==> config.mk <==
export PLATFORM = sky130hd
export DESIGN_NAME = pc_sequencer_flat
export DESIGN_NICKNAME = d
export VERILOG_FILES = /design/src/rtl/pc_sequencer_if.sv /design/src/rtl/pc_sequencer.sv /design/src/flat_wrapper.sv
export SDC_FILE = /design/constraint.sdc
export NUM_CORES = 1
export LEC_CHECK = 0
export CORE_MARGIN = 4
export CORE_UTILIZATION = 45
export CTS_CLUSTER_SIZE = 25
export DETAILED_ROUTE_END_ITERATION = 10
export PLACE_DENSITY = 0.78
export SLEW_MARGIN = 20
export SYNTH_ARGS = -nofsm -noshare
export SYNTH_HDL_FRONTEND = slang
export SYNTH_SLANG_ARGS = --single-unit
==> constraint.sdc <==
create_clock -name clk -period 4 [get_ports clk]
set_input_delay 1.2 -clock clk [delete_from_list [all_inputs] [get_ports clk]]
set_output_delay 1.2 -clock clk [all_outputs]
set_load 0.02 [all_outputs]
==> src/rtl/pc_sequencer_if.sv <==
// pc_sequencer_if: instruction-memory and decode handshake bundle for pc_sequencer.
// The master modport is the sequencer. The slave modport is the surrounding
// core: instruction memory, decode/control and the redirect sources.
`timescale 1ns/1ps
interface pc_sequencer_if #(
  parameter int PC_W    = 16,
  parameter int INSTR_W = 16
);
  logic               halt;
  logic               imem_req;
  logic [PC_W-1:0]    imem_addr;
  logic               imem_ack;
  logic [INSTR_W-1:0] imem_rdata;
  logic [INSTR_W-1:0] instr;
  logic [PC_W-1:0]    instr_pc;
  logic               instr_valid;
  logic               instr_ready;
  logic               jmp;
  logic [PC_W-1:0]    jmp_target;
  logic               br_taken;
  logic [PC_W-1:0]    br_offset;
  logic               flush;
  logic [PC_W-1:0]    flush_target;
  logic [15:0]        retired_cnt;

  modport master (
    input  halt, imem_ack, imem_rdata, instr_ready, jmp, jmp_target,
           br_taken, br_offset, flush, flush_target,
    output imem_req, imem_addr, instr, instr_pc, instr_valid, retired_cnt
  );

  modport slave (
    output halt, imem_ack, imem_rdata, instr_ready, jmp, jmp_target,
           br_taken, br_offset, flush, flush_target,
    input  imem_req, imem_addr, instr, instr_pc, instr_valid, retired_cnt
  );
endinterface

==> src/rtl/pc_sequencer.sv <==
// pc_sequencer: multi-cycle fetch / program-counter controller.
// Owns the PC and fetches one instruction at a time over a req/ack memory
// port. It holds each instruction for decode until it is accepted, then
// computes the next PC from the jump/branch redirect inputs.
// A FETCH cycle with imem_req low is the request set-up slot. It also serves
// as the one-cycle gap after a killed request.
// Optional feature macro: PC_ALIGN_TRAP_EN. It adds the align_trap output and
// the TRAP_VEC parameter. Odd next-PC or flush targets are then replaced by
// TRAP_VEC.
`timescale 1ns/1ps
module pc_sequencer #(
  parameter int              PC_W      = 16,
  parameter int              INSTR_W   = 16,
  parameter logic [PC_W-1:0] RESET_VEC = 16'h0000,
  parameter int              PC_STEP   = 2
`ifdef PC_ALIGN_TRAP_EN
  ,
  parameter logic [PC_W-1:0] TRAP_VEC  = 16'h0004
`endif
) (
  input  logic           clk,
  input  logic           rst,
`ifdef PC_ALIGN_TRAP_EN
  output logic           align_trap,
`endif
  pc_sequencer_if.master bus
);

  localparam logic [1:0] ST_IDLE  = 2'd0;
  localparam logic [1:0] ST_FETCH = 2'd1;
  localparam logic [1:0] ST_HOLD  = 2'd2;

  localparam logic [PC_W-1:0] STEP_C = PC_W'(PC_STEP);

  logic [1:0]         state_r, state_s;
  logic [PC_W-1:0]    pc_r, pc_s;
  logic [PC_W-1:0]    addr_r, addr_s;
  logic               req_r, req_s;
  logic               kill_r, kill_s;
  logic [INSTR_W-1:0] instr_r, instr_s;
  logic [PC_W-1:0]    instr_pc_r, instr_pc_s;
  logic               valid_r, valid_s;
  logic [15:0]        cnt_r, cnt_s;

  logic               accept_s;
  logic [PC_W-1:0]    raw_next_s;
  logic [PC_W-1:0]    accept_next_s;
  logic [PC_W-1:0]    flush_next_s;

  assign accept_s = (state_r == ST_HOLD) & valid_r & bus.instr_ready;

  // Redirect target on accept: jump beats branch, branch beats sequential.
  always_comb begin
    if (bus.jmp) begin
      raw_next_s = bus.jmp_target;
    end else if (bus.br_taken) begin
      raw_next_s = instr_pc_r + (bus.br_offset << 1);
    end else begin
      raw_next_s = instr_pc_r + STEP_C;
    end
  end

`ifdef PC_ALIGN_TRAP_EN
  logic align_trap_r;
  logic trap_s;

  function automatic logic [PC_W-1:0] align_fix(input logic [PC_W-1:0] a);
    return a[0] ? TRAP_VEC : a;
  endfunction

  assign accept_next_s = align_fix(raw_next_s);
  assign flush_next_s  = align_fix(bus.flush_target);
  assign trap_s        = bus.flush ? bus.flush_target[0] : (accept_s & raw_next_s[0]);
  assign align_trap    = align_trap_r;

  // One-cycle trap pulse whenever an odd target gets redirected.
  always_ff @(posedge clk or posedge rst) begin
    if (rst) begin
      align_trap_r <= 1'b0;
    end else begin
      align_trap_r <= trap_s;
    end
  end
`else
  assign accept_next_s = raw_next_s;
  assign flush_next_s  = bus.flush_target;
`endif

  // Next-state logic. Flush only retargets the PC and never disturbs a request
  // already on the bus. A killed request drains, then goes through the gap slot.
  always_comb begin
    state_s    = state_r;
    pc_s       = bus.flush ? flush_next_s : pc_r;
    addr_s     = addr_r;
    req_s      = req_r;
    kill_s     = kill_r;
    instr_s    = instr_r;
    instr_pc_s = instr_pc_r;
    valid_s    = valid_r;
    cnt_s      = cnt_r;
    case (state_r)
      ST_IDLE: begin
        if (bus.halt) begin
          state_s = ST_IDLE;
        end else begin
          state_s = ST_FETCH;
        end
      end
      ST_FETCH: begin
        if (!req_r) begin
          req_s  = 1'b1;
          addr_s = pc_s;
        end else if (bus.imem_ack) begin
          req_s = 1'b0;
          if (kill_r || bus.flush) begin
            kill_s = 1'b0;
          end else begin
            instr_s    = bus.imem_rdata;
            instr_pc_s = addr_r;
            valid_s    = 1'b1;
            state_s    = ST_HOLD;
          end
        end else begin
          kill_s = kill_r | bus.flush;
        end
      end
      ST_HOLD: begin
        if (bus.flush) begin
          valid_s = 1'b0;
          state_s = bus.halt ? ST_IDLE : ST_FETCH;
        end else if (accept_s) begin
          valid_s = 1'b0;
          cnt_s   = cnt_r + 16'd1;
          pc_s    = accept_next_s;
          state_s = bus.halt ? ST_IDLE : ST_FETCH;
        end else begin
          valid_s = 1'b1;
        end
      end
      default: begin
        state_s = ST_IDLE;
        req_s   = 1'b0;
        kill_s  = 1'b0;
        valid_s = 1'b0;
      end
    endcase
  end

  // State and output registers. Reset parks the block idle with an empty pipeline.
  always_ff @(posedge clk or posedge rst) begin
    if (rst) begin
      state_r    <= ST_IDLE;
      pc_r       <= RESET_VEC;
      addr_r     <= RESET_VEC;
      req_r      <= 1'b0;
      kill_r     <= 1'b0;
      instr_r    <= '0;
      instr_pc_r <= '0;
      valid_r    <= 1'b0;
      cnt_r      <= 16'd0;
    end else begin
      state_r    <= state_s;
      pc_r       <= pc_s;
      addr_r     <= addr_s;
      req_r      <= req_s;
      kill_r     <= kill_s;
      instr_r    <= instr_s;
      instr_pc_r <= instr_pc_s;
      valid_r    <= valid_s;
      cnt_r      <= cnt_s;
    end
  end

  assign bus.imem_req    = req_r;
  assign bus.imem_addr   = addr_r;
  assign bus.instr       = instr_r;
  assign bus.instr_pc    = instr_pc_r;
  assign bus.instr_valid = valid_r;
  assign bus.retired_cnt = cnt_r;

endmodule

==> src/flat_wrapper.sv <==
// flat-port wrapper written by rule: the top's interface ports become plain ports
module pc_sequencer_flat 
#(
  parameter int              PC_W      = 16,
  parameter int              INSTR_W   = 16,
  parameter logic [PC_W-1:0] RESET_VEC = 16'h0000,
  parameter int              PC_STEP   = 2

)
  (clk, rst, bus_halt, bus_imem_ack, bus_imem_rdata, bus_instr_ready, bus_jmp, bus_jmp_target, bus_br_taken, bus_br_offset, bus_flush, bus_flush_target, bus_imem_req, bus_imem_addr, bus_instr, bus_instr_pc, bus_instr_valid, bus_retired_cnt);
  pc_sequencer_if #(.PC_W(PC_W), .INSTR_W(INSTR_W)) bus_i ();
  input  logic clk;
  input  logic rst;
  input wire logic [$bits(bus_i.halt)-1:0] bus_halt;
  input wire logic [$bits(bus_i.imem_ack)-1:0] bus_imem_ack;
  input wire logic [$bits(bus_i.imem_rdata)-1:0] bus_imem_rdata;
  input wire logic [$bits(bus_i.instr_ready)-1:0] bus_instr_ready;
  input wire logic [$bits(bus_i.jmp)-1:0] bus_jmp;
  input wire logic [$bits(bus_i.jmp_target)-1:0] bus_jmp_target;
  input wire logic [$bits(bus_i.br_taken)-1:0] bus_br_taken;
  input wire logic [$bits(bus_i.br_offset)-1:0] bus_br_offset;
  input wire logic [$bits(bus_i.flush)-1:0] bus_flush;
  input wire logic [$bits(bus_i.flush_target)-1:0] bus_flush_target;
  output wire logic [$bits(bus_i.imem_req)-1:0] bus_imem_req;
  output wire logic [$bits(bus_i.imem_addr)-1:0] bus_imem_addr;
  output wire logic [$bits(bus_i.instr)-1:0] bus_instr;
  output wire logic [$bits(bus_i.instr_pc)-1:0] bus_instr_pc;
  output wire logic [$bits(bus_i.instr_valid)-1:0] bus_instr_valid;
  output wire logic [$bits(bus_i.retired_cnt)-1:0] bus_retired_cnt;
  assign bus_i.halt = bus_halt;
  assign bus_i.imem_ack = bus_imem_ack;
  assign bus_i.imem_rdata = bus_imem_rdata;
  assign bus_i.instr_ready = bus_instr_ready;
  assign bus_i.jmp = bus_jmp;
  assign bus_i.jmp_target = bus_jmp_target;
  assign bus_i.br_taken = bus_br_taken;
  assign bus_i.br_offset = bus_br_offset;
  assign bus_i.flush = bus_flush;
  assign bus_i.flush_target = bus_flush_target;
  assign bus_imem_req = bus_i.imem_req;
  assign bus_imem_addr = bus_i.imem_addr;
  assign bus_instr = bus_i.instr;
  assign bus_instr_pc = bus_i.instr_pc;
  assign bus_instr_valid = bus_i.instr_valid;
  assign bus_retired_cnt = bus_i.retired_cnt;
  pc_sequencer #(.PC_W(PC_W), .INSTR_W(INSTR_W), .RESET_VEC(RESET_VEC), .PC_STEP(PC_STEP)) u_core (.clk(clk), .rst(rst), .bus(bus_i));
endmodule
==> summary.txt <==
Placement
  • Hpwl dp: 8530 um
  • Port Buffer Count: 136
  • GPL Wtd Cong: 0.821

Timing
  • Maximum clock frequency: 294 MHz
  • Final Hold Viols: 0
  • Final Setup Violations: 0
  • Period utilization: 85.0%
  • Setup TNS Final: 0 ps
  • Rel. slew slack: 61.5%
  • Max-slew violations: 0
  • Final min period: 3400 ps
  • Layout Skew: 9.75 ps
  • Worst slew pin tran: 578 ps
  • RSZ-0062 raised after global routing: no

Pwr
  • Power Dens Cells: 599 nW/um2
  • Leakage: 0.00267 uW
  • Worst vdd ir: 250 uV
  • Pwr Total: 3650 uW

Clock tree
  • Hold-fix buffers, CTS: 0
  • Clk sink count: 85
  • Clk Latency, worst-skew pair: 360 ps
  • Clock Pin Slew Worst Setup and Hold Paths: 80 ps
  • H-tree Lvls: 3
  • Clock Tree Root: clkbuf_8
  • Post-CTS setup buffers: 0
  • CTS tree: yes
  • Bufs on Longest Clock Path: 2
  • Post-CTS sizing: 0
  • CTS Buf Count: 9

Synthesis
  • Largest cells by area after synthesis: dfrtp_1 (48%), mux2_2 (11%), ha_1 (5.1%)
  • Syn. warnings: 0
  • Mapped Area: 4400 um2
  • Syn_nets: 498
  • Post-synth EDFFs: 0
  • FFs w/ async S/R, synth: 100%
  • Post-synthesis cell count: 407
  • Dominant cell type by area after synthesis: dfrtp_1
  • Primary FF master, synth: dfrtp_1
  • Synthesis-stage register bit count: 85
  • Average size of a mapped cell: 10.8 um2
  • Sequential area share after synthesis: 48.3%
  • Synth cell types: 41
  • Share of the synthesized area in the top cell type: 48.3%

GRT
  • Largest net degree at the start of global routing: 86
  • Initial antenna violation count: 0
  • Vias in the first global route: 3749
  • GR Overflow Total: 0
  • Global-route wire length before repair: 18300 um
  • Gr usage total: 20.3%

Drt
  • Initial DRT Pass Iterations: 4
  • Starting DRC count in detailed routing: 83
  • Drc violations: 0
  • Vias: 3491
  • Avg WL per Cell: 16.9 um
  • Via-to-Cell Ratio: 5.16
  • Final ANT Viol Nets: 0
  • Final WL: 11400 um

Setup path
  • Crit path kind: input pin to flip-flop
  • Crit start category: input pin
  • Worst Setup End Kind: flip-flop
  • Crit Path Max Fanout: 11
  • Arr. time, crit path: 3700 ps
  • Worst Path Required: 4300 ps

Floorplan
  • Core area: 9370 um2
  • DIE AREA: 11400 um2
  • Die Y: 107 um
  • FP Rows: 35
  • Initial Util: 47.0%
  • Die Span X: 107 um
  • Ports: 138

Cells and area
  • N_diodes: 0
  • Nets: 633
  • Fillers: 773
  • Layout cells sized above 1: 13.3%
  • Synth-to-layout area growth: 38.5%

Job
  • Maxcap violations: 0

Worst hold path
  • Worst Hold Class: flip-flop to flip-flop

Run status
  • Status: complete, no violations
-- per-stage QoR --
| step | cells | hold WS (ps) | worst slack (ps) | util (%) | cell area [um2] |
|---|---|---|---|---|---|
| detailed placement | 660 | 492 | 225 | 63.0 | 5910 |
| finish | 676 | 498 | 601 | 65.1 | 6100 |
| global placement | 660 | 468 | 288 | 63.0 | 5910 |
| floorplan | 407 | 492 | 607 | - | 4400 |
| CTS | 676 | 509 | 565 | 65.1 | 6100 |
| global route | 676 | 517 | 435 | 65.1 | 6100 |
-- kinds of logic after synthesis --
kind of cell    after synthesis  share of synthesized area (%)
flops                        85                           48.3
compound gates               79                           11.4
buf+inv                      29                           2.81
fa+ha+maj                    19                           5.57
simple gates                116                           13.5
xor+xnor                     24                           4.77
mux                          55                           13.7
-- path summary, 6_finish.rpt --
path | start | endpoint | slack (ps) | cells past startpoint
max | bus_br_taken | u_core.pc_r[14] | 600 | 10
min | u_core.bus.retired_cnt[14] | u_core.bus.retired_cnt[14] | 500 | 1
max reg2reg | u_core.bus.instr_pc[1] | u_core.pc_r[15] | 1760 | 9
min reg2reg | u_core.bus.retired_cnt[14] | u_core.bus.retired_cnt[14] | 500 | 1
max in group asynchronous | rst | u_core.pc_r[10] | 2400 | 3
min in group asynchronous | rst | u_core.bus.instr[8] | 1260 | 3
-- cell usage after synthesis, types with 6 or more instances --
cell	n
a21o_1	6
a21oi_1	23
and2_1	13
buf_2	6
clkbuf_1	11
dfrtp_1	85
ha_1	18
inv_1	10
mux2_2	42
mux2i_1	13
nand2_1	41
nand3_1	11
nand3b_1	9
nor2_1	12
nor3_1	7
o21ai_0	24
xnor2_1	16
xor2_1	8
-- placed cells by master (no fill, tap or decap), types with 9 or more instances in the layout --
cell type        Yosys  routed
clkbuf_8             0       9
o21ai_0             24      24
ha_1                18      18
inv_1               10       9
mux2_2              42      42
and2_1              13      13
xnor2_1             16      16
nor2_1              12      12
a21oi_1             23      23
mux2i_1             13      13
clkdlybuf4s50_1      0     136
dfrtp_1             85      85
nand2_1             41      41
nand3_1             11      11
nand3b_1             9       9
-- critical path, cell delays in order --
cell	delay [ps]
clkdlybuf4s50_1	520
buf_4	220
and2_1	140
ha_1	330
a21oi_1	230
o21ai_2	110
or3b_1	400
o221ai_2	180
mux2i_1	200
and3_1	160
-- power by group --
group / internal, uW / switching, uW
sequential: 1130 / 190
clock: 288 / 317
combinational: 858 / 873
-- cell type report --
type                    count  area [um2]  share of cell area [%]
clock buffers              10         128                    2.09
clock inverters             6        63.8                    1.05
inverters                  10        38.8                   0.636
multi-input cells         293        2150                    35.3
flip-flops and latches     85        2130                    34.9
well taps                 129         161                    2.65
repair buffers            143        1430                    23.4
-- state kept, by name, indices dropped and copies added, names as in the netlist --
| signal | flops |
|---|---|
| u_core.bus.imem_addr | 16 |
| u_core.bus.instr | 16 |
| u_core.bus.instr_pc | 16 |
| u_core.bus.retired_cnt | 16 |
| u_core.pc_r | 16 |
| u_core.state_r | 2 |
| u_core.bus.imem_req | 1 |
| u_core.bus.instr_valid | 1 |
| u_core.kill_r | 1 |
-- layer usage --
metal / track usage [%] / vias up / wire length (um)
met4: 5.21 / 0 / 114
met3: 3.61 / 14 / 606
met2: 36.3 / 111 / 5870
li1: - / 1695 / -
met5: 0 / - / 0
met1: 25.3 / 1671 / 4830
Power figures use the tool's default switching activity.
